<file path="config.mk">
export PLATFORM = sky130hd
export DESIGN_NAME = dmem_ctrl
export DESIGN_NICKNAME = d
export VERILOG_FILES = /design/src/rtl/dmem_pkg.sv /design/src/rtl/load_align.sv /design/src/rtl/dmem_ctrl.sv
export SDC_FILE = /design/constraint.sdc
export NUM_CORES = 1
export LEC_CHECK = 0
export ABC_AREA = 1
export CAP_MARGIN = 10
export CORE_MARGIN = 2
export CORE_UTILIZATION = 25
export DETAILED_ROUTE_END_ITERATION = 8
export PLACE_DENSITY = 0.61
export SYNTH_ARGS = -nofsm -noshare
export SYNTH_HDL_FRONTEND = slang
export SYNTH_SLANG_ARGS = --single-unit
</file>
<file path="constraint.sdc">
create_clock -name clk -period 1.6 [get_ports clk]
set_clock_uncertainty 0.1 [all_clocks]
set_input_delay 0.16 -clock clk [delete_from_list [all_inputs] [get_ports clk]]
set_output_delay 0.16 -clock clk [all_outputs]
set_load 0.02 [all_outputs]
</file>
<file path="src/rtl/dmem_pkg.sv">
// Shared definitions for the data-memory controller: RISC-V width codes,
// controller states and byte-enable patterns.
package dmem_pkg;

   localparam logic [2:0] F3_B  = 3'b000;
   localparam logic [2:0] F3_H  = 3'b001;
   localparam logic [2:0] F3_W  = 3'b010;
   localparam logic [2:0] F3_BU = 3'b100;
   localparam logic [2:0] F3_HU = 3'b101;

   localparam logic [3:0] BE_B = 4'b0001;
   localparam logic [3:0] BE_H = 4'b0011;
   localparam logic [3:0] BE_W = 4'b1111;

   typedef enum logic [2:0] {
      IDLE,
      RD_WAIT,
      RD_DATA,
      WR_ACK,
      ERR_ACK
   } state_t;

   // Stores only support the signed width codes.
   function automatic logic f3_legal(input logic [2:0] f3, input logic is_store);
      if (is_store) return f3 inside {F3_B, F3_H, F3_W};
      return f3 inside {F3_B, F3_H, F3_W, F3_BU, F3_HU};
   endfunction

endpackage

</file>
<file path="src/rtl/load_align.sv">
// Combinational load lane select and sign/zero extension of a RAM word.
module load_align (
   input  logic [31:0] rdata,
   input  logic [1:0]  offset,
   input  logic [2:0]  funct3,
   output logic [31:0] data
);

   logic [7:0]  byte_v;
   logic [15:0] half_v;

   always_comb begin
      byte_v = 8'(rdata >> {offset, 3'b000});
      half_v = offset[1] ? rdata[31:16] : rdata[15:0];
      case (funct3[1:0])
         2'b00:   data = funct3[2] ? {24'b0, byte_v} : {{24{byte_v[7]}}, byte_v};
         2'b01:   data = funct3[2] ? {16'b0, half_v} : {{16{half_v[15]}}, half_v};
         default: data = rdata;
      endcase
   end

endmodule

</file>
<file path="src/rtl/dmem_ctrl.sv">
// Data-memory controller between a core load/store port and a 2-cycle RAM.
// Optional boot-loader write port enabled by DMEM_LOADER_PORT_EN.
module dmem_ctrl
   import dmem_pkg::*;
#(
   parameter int MEMORY_SIZE = 12288,
   parameter int ADDR_WIDTH  = $clog2(MEMORY_SIZE)
) (
   input  logic                  clk,
   input  logic                  rst_n,
   // Core request is taken in any cycle where req_valid && req_ready.
   input  logic                  req_valid,
   output logic                  req_ready,
   input  logic                  req_we,
   input  logic [2:0]            req_funct3,
   input  logic [ADDR_WIDTH-1:0] req_addr,
   input  logic [31:0]           req_wdata,
   output logic                  rsp_valid,
   output logic                  rsp_err,
   output logic [31:0]           rsp_rdata,
   output logic [ADDR_WIDTH-1:0] mem_addr,
   output logic                  mem_we,
   output logic [3:0]            mem_byteena,
   output logic [31:0]           mem_wdata,
   input  logic [31:0]           mem_rdata,
`ifdef DMEM_LOADER_PORT_EN
   input  logic                  ld_valid,
   output logic                  ld_ready,
   input  logic [ADDR_WIDTH-1:0] ld_addr,
   input  logic [31:0]           ld_wdata,
`endif
   output state_t                dbg_state
);

   state_t      state_q, state_d;
   logic [2:0]  funct3_q, funct3_d;
   logic [1:0]  addr_lo_q, addr_lo_d;
   logic [31:0] rdata_q, rdata_d;
   logic [31:0] align_data;
   logic        req_fire;
   logic        fault;
   logic        misalign;
   logic        out_of_range;

`ifdef DMEM_LOADER_PORT_EN
   assign req_ready = (state_q == IDLE) && !ld_valid;
   assign ld_ready  = (state_q == IDLE);
`else
   assign req_ready = (state_q == IDLE);
`endif

   assign req_fire     = req_valid && req_ready;
   assign misalign     = ((req_funct3[1:0] == 2'b01) && req_addr[0]) ||
                         ((req_funct3[1:0] == 2'b10) && (req_addr[1:0] != 2'b00));
   assign out_of_range = 32'(req_addr) >= 32'(MEMORY_SIZE);
   assign fault        = !f3_legal(req_funct3, req_we) || misalign || out_of_range;

   load_align u_load_align (
      .rdata  (mem_rdata),
      .offset (addr_lo_q),
      .funct3 (funct3_q),
      .data   (align_data)
   );

   always_comb begin
      state_d     = state_q;
      funct3_d    = funct3_q;
      addr_lo_d   = addr_lo_q;
      rdata_d     = rdata_q;
      mem_addr    = '0;
      mem_we      = 1'b0;
      mem_byteena = 4'b0000;
      mem_wdata   = 32'b0;
      case (state_q)
         IDLE: begin
`ifdef DMEM_LOADER_PORT_EN
            if (ld_valid) begin
               mem_addr    = ld_addr & ~ADDR_WIDTH'(3);
               mem_we      = 1'b1;
               mem_byteena = BE_W;
               mem_wdata   = ld_wdata;
            end
`endif
            if (req_fire) begin
               funct3_d  = req_funct3;
               addr_lo_d = req_addr[1:0];
               if (fault) begin
                  state_d = ERR_ACK;
               end else if (req_we) begin
                  mem_addr = req_addr;
                  mem_we   = 1'b1;
                  case (req_funct3[1:0])
                     2'b00: begin
                        mem_byteena = BE_B << req_addr[1:0];
                        mem_wdata   = {4{req_wdata[7:0]}};
                     end
                     2'b01: begin
                        mem_byteena = BE_H << req_addr[1:0];
                        mem_wdata   = {2{req_wdata[15:0]}};
                     end
                     default: begin
                        mem_byteena = BE_W;
                        mem_wdata   = req_wdata;
                     end
                  endcase
                  state_d = WR_ACK;
               end else begin
                  mem_addr = req_addr;
                  state_d  = RD_WAIT;
               end
            end
         end
         RD_WAIT: state_d = RD_DATA;
         RD_DATA: begin
            rdata_d = align_data;
            state_d = IDLE;
         end
         WR_ACK:  state_d = IDLE;
         ERR_ACK: state_d = IDLE;
         default: state_d = IDLE;
      endcase
      // Reset must never let a stray write reach the RAM.
      if (!rst_n) mem_we = 1'b0;
   end

   always_ff @(posedge clk or negedge rst_n) begin
      if (!rst_n) begin
         state_q   <= IDLE;
         funct3_q  <= 3'b000;
         addr_lo_q <= 2'b00;
         rdata_q   <= 32'b0;
      end else begin
         state_q   <= state_d;
         funct3_q  <= funct3_d;
         addr_lo_q <= addr_lo_d;
         rdata_q   <= rdata_d;
      end
   end

   // Load data is only valid from the RAM during RD_DATA; hold it afterwards.
   assign rsp_valid = (state_q == RD_DATA) || (state_q == WR_ACK) || (state_q == ERR_ACK);
   assign rsp_err   = (state_q == ERR_ACK);
   assign rsp_rdata = (state_q == RD_DATA) ? align_data : rdata_q;
   assign dbg_state = state_q;

endmodule

</file>
==> results.txt <==
- The run finished, with violations left.
- The final reports fail on negative setup slack.
- For this configuration, the core starts out at a cell density of 25.59%.
* Setup repair after global routing missed its margin: true
* Path category of the worst min-delay check: reg -> reg
- Maximum number of pins on one net before global-route repair: between 40 and 50
- For this run, the leading register cell type out of synthesis is sky130_fd_sc_hd__dfrtp_1.
- The region available for standard cell placement spans 11960 um^2.
- Area of the mapped netlist: 3060 um^2
- Along the worst path, the maximum fanout reaches 7.
* Total congestion overflow after global routing: 0
- At the worst endpoint, the arrival time is 1750 ps.
* Period Utilization, post-route: 125.7%
* Seq/Total Area, Yosys: 32.71%
* Critical path class: reg -> out
* Most frequent standard cell in the layout excluding fill and tap cells: sky130_fd_sc_hd__buf_6
- In the routed layout, each cell is associated on average with a via count of 4.630.
- Worst-path clk slew: 60 ps
* TritonCTS buffer count: 5
* Detail Placement HPWL: 9715 um
- No sink is reached through more buffers than the 2 on the longest clock path.
- Width of the die: 114.6 um
- In this run the tightest slew margin relative to its limit is 62.91%.
- Timing would allow up to 497.0 MHz.
- Wires add up to 13860 um.
* Initial detailed-routing violation count: 143
- Clock tree from TritonCTS: built
- CTS Root Buffer Type: sky130_fd_sc_hd__clkbuf_16
* Share of layout cells above drive strength 1: a little over half
* Peak VDD IR: 0.0005614 V
- Number of antenna violations at the first check in global routing: 1
* Count of cell types in the netlist: 28
* Async set-or-reset flop fraction in the synthesized netlist: 100.0%
- Placed Cells incl. Taps: 844
- The first global-routing pass estimated 20680 um of wire.
- The synthesized design contains 40 register bits.
- Counting the fill cells in the layout gives 1036.
* Total placed instance area: 5725 um^2
- Count of clock tree sinks: 40
- Worst skew pair latency: 280 ps
- Post-route design area: 7044 um^2
- Fin worst setup slack: -412.0 ps
- STA classifies the critical path endpoint as an output pin.
* Final standard cell count with taps included and fillers excluded: about 890
- The tool flagged a number of max-cap violations equal to 0.
- Number of enable flip-flop cells after synthesis: 0
* Final RePlAce weighted congestion: 0.8908
- In this run the tool buffered the top-level ports with 173 buffer cells.
- The max-slew violation count is 0.
- The floorplan step defined a die boundary enclosing 13140 um^2.
- In the final routed layout, each cell accounts on average for between 15 and 20 um.
- Leaving out fill and tap cells, the most frequent cells in the layout are 103 x sky130_fd_sc_hd__buf_6, 88 x sky130_fd_sc_hd__buf_4, 81 x sky130_fd_sc_hd__clkdlybuf4s50_1.
- The cell count after synthesis came out at 460.
- Compared with the post-synthesis result, the final layout area differs by 130.2%.
- The H-tree was split into 2 levels.
- Required time at the worst-slack endpoint: 1340 ps
* Top Ports: 174
- Rows: 40
- Synthesis produced a netlist with a net count of 545.
* Static power due to leakage: between 0.003 and 0.004 uW
- Final Hold Fails: 0
* Net total in the final layout: 824
- Number of iterations in the first detailed-routing pass: 4
- Power Density: 1143 nW/um^2
- STA classifies the critical path startpoint as a flop.
* Yosys warning count: 0
- Die Y-Extent: 114.6 um
- Shortest clock period the worst path allows after layout: 2012 ps
- DRT antenna net count: 0
- Across all layers, the routed design uses about 4.1k vias.
- In the global route stage, overall resource usage came out at 19.89%.
- Transition time at the pin with the least slew margin: approximately 560 ps
* Synthesized area divided by synthesized cell count: around 6.7 um^2
* Final setup violation count: 89
- For flop-to-flop paths, the worst setup slack is -100 ps.
* Count of unresolved DRC violations after routing: 0
- Number of global-route vias before repair: ~4.3k
[path summary, 6_finish.rpt]
check	startpoint	cells after the start	endpoint
worst max-delay path	dbg_state[1]	9	mem_wdata[17]
worst min-delay path	rdata_q[14]	2	rdata_q[14]
worst max register to register	dbg_state[2]	10	rdata_q[5]
worst min register to register	rdata_q[14]	2	rdata_q[14]
max in group asynchronous	rst_n	3	funct3_q[1]
min in group asynchronous	rst_n	3	rdata_q[18]
[layer usage]
metal | GRT usage [%] | share of wire [%] | up-vias
met3 | 5.558 | 8.2 | 18
met1 | 22.74 | 38 | 1932
met5 | 0 | 0 | -
met4 | 4.959 | 1.5 | 0
li1 | - | - | 1997
met2 | 36.37 | 52 | 164
[worst max-delay path, cell delays in order (launching register included)]
cell                       delay, ps
sky130_fd_sc_hd__dfrtp_2         420
sky130_fd_sc_hd__nor2_4          130
sky130_fd_sc_hd__nand2_2          60
sky130_fd_sc_hd__clkinv_2         70
sky130_fd_sc_hd__nand2_2          40
sky130_fd_sc_hd__nand3b_4        190
sky130_fd_sc_hd__buf_6           160
sky130_fd_sc_hd__buf_16          150
sky130_fd_sc_hd__nor2_4          110
sky130_fd_sc_hd__buf_6           130
[logic make-up (layout without fill, tap and decap cells)]
| kind of cell | Yosys count | count (layout) | share of synthesized area, % |
|---|---|---|---|
| AND/OR/NAND/NOR | 216 | 216 | 33.57 |
| flip-flops | 40 | 40 | 32.71 |
| buffers and inverters | 98 | 378 | 13.94 |
| AO/OA/AOI/OAI | 106 | 106 | 19.79 |
| other | 0 | 1 | 0 |
[power by group]
group	internal, uW	switching [uW]	total [uW]
Sequential	1450	149	1590
Combinational	2640	2680	5320
Clock	734	403	1140
Total	4820	3230	8050
[cell usage after synthesis (6+ instances only)]
master                     instances  area [um^2]
sky130_fd_sc_hd__nand2_1         102        382.9
sky130_fd_sc_hd__inv_1            71        266.5
sky130_fd_sc_hd__nor2_1           59        221.5
sky130_fd_sc_hd__a21oi_1          48        240.2
sky130_fd_sc_hd__dfrtp_1          40         1001
sky130_fd_sc_hd__o21ai_0          36        180.2
sky130_fd_sc_hd__or2_2            18        112.6
sky130_fd_sc_hd__a21oi_2          11        96.34
sky130_fd_sc_hd__nor2_4           11        123.9
sky130_fd_sc_hd__clkbuf_1         10        37.54
sky130_fd_sc_hd__nand3_1          10        50.05
sky130_fd_sc_hd__nor2_2           10        62.56
sky130_fd_sc_hd__o221ai_1          7        61.31
sky130_fd_sc_hd__buf_2             6        30.03
[final cells by class]
class,count,area [um^2],share of cell area (%)
Clock buffer,6,128.9,1.829
Multi-Input combinational cell,322,2387,33.89
Clock inverter,2,35.03,0.4973
Antenna cell,1,2.502,0.03552
Sequential cell,40,1005,14.26
Timing Repair Buffer,294,3008,42.70
Inverter,76,294.0,4.174
Tap cell,147,183.9,2.611
[flip-flops by register name, summed over array words and instances (netlist names)]
register / count
rdata_q: 32
dbg_state: 3
funct3_q: 3
addr_lo_q: 2
[through the flow]
step                      hold slack [ps]  util, %  worst slack [ps]  setup TNS, ps  total power [uW]
after floorplan                    -235.6        -            -70.98          -2091              3713
after global routing                419.9    58.89            -467.8         -35050              8491
after detailed placement            240.6    47.87            -864.1         -64450              5734
after global placement              236.4    47.87            -847.2         -62460              5672
final                               393.7    58.89            -412.0         -28960              8050
after CTS                           394.9    54.52            -424.5         -29160              7305
[timing repair]
action                                  CTS  global route
gates cloned                              6             0
gates resized for setup                 605           130
pin swaps                                24            38
endpoints found under the hold margin    40             0
hold buffers                              1             0
endpoints found under the setup margin   94           101
setup buffers                            16            17
Power figures use the tool's default switching activity.
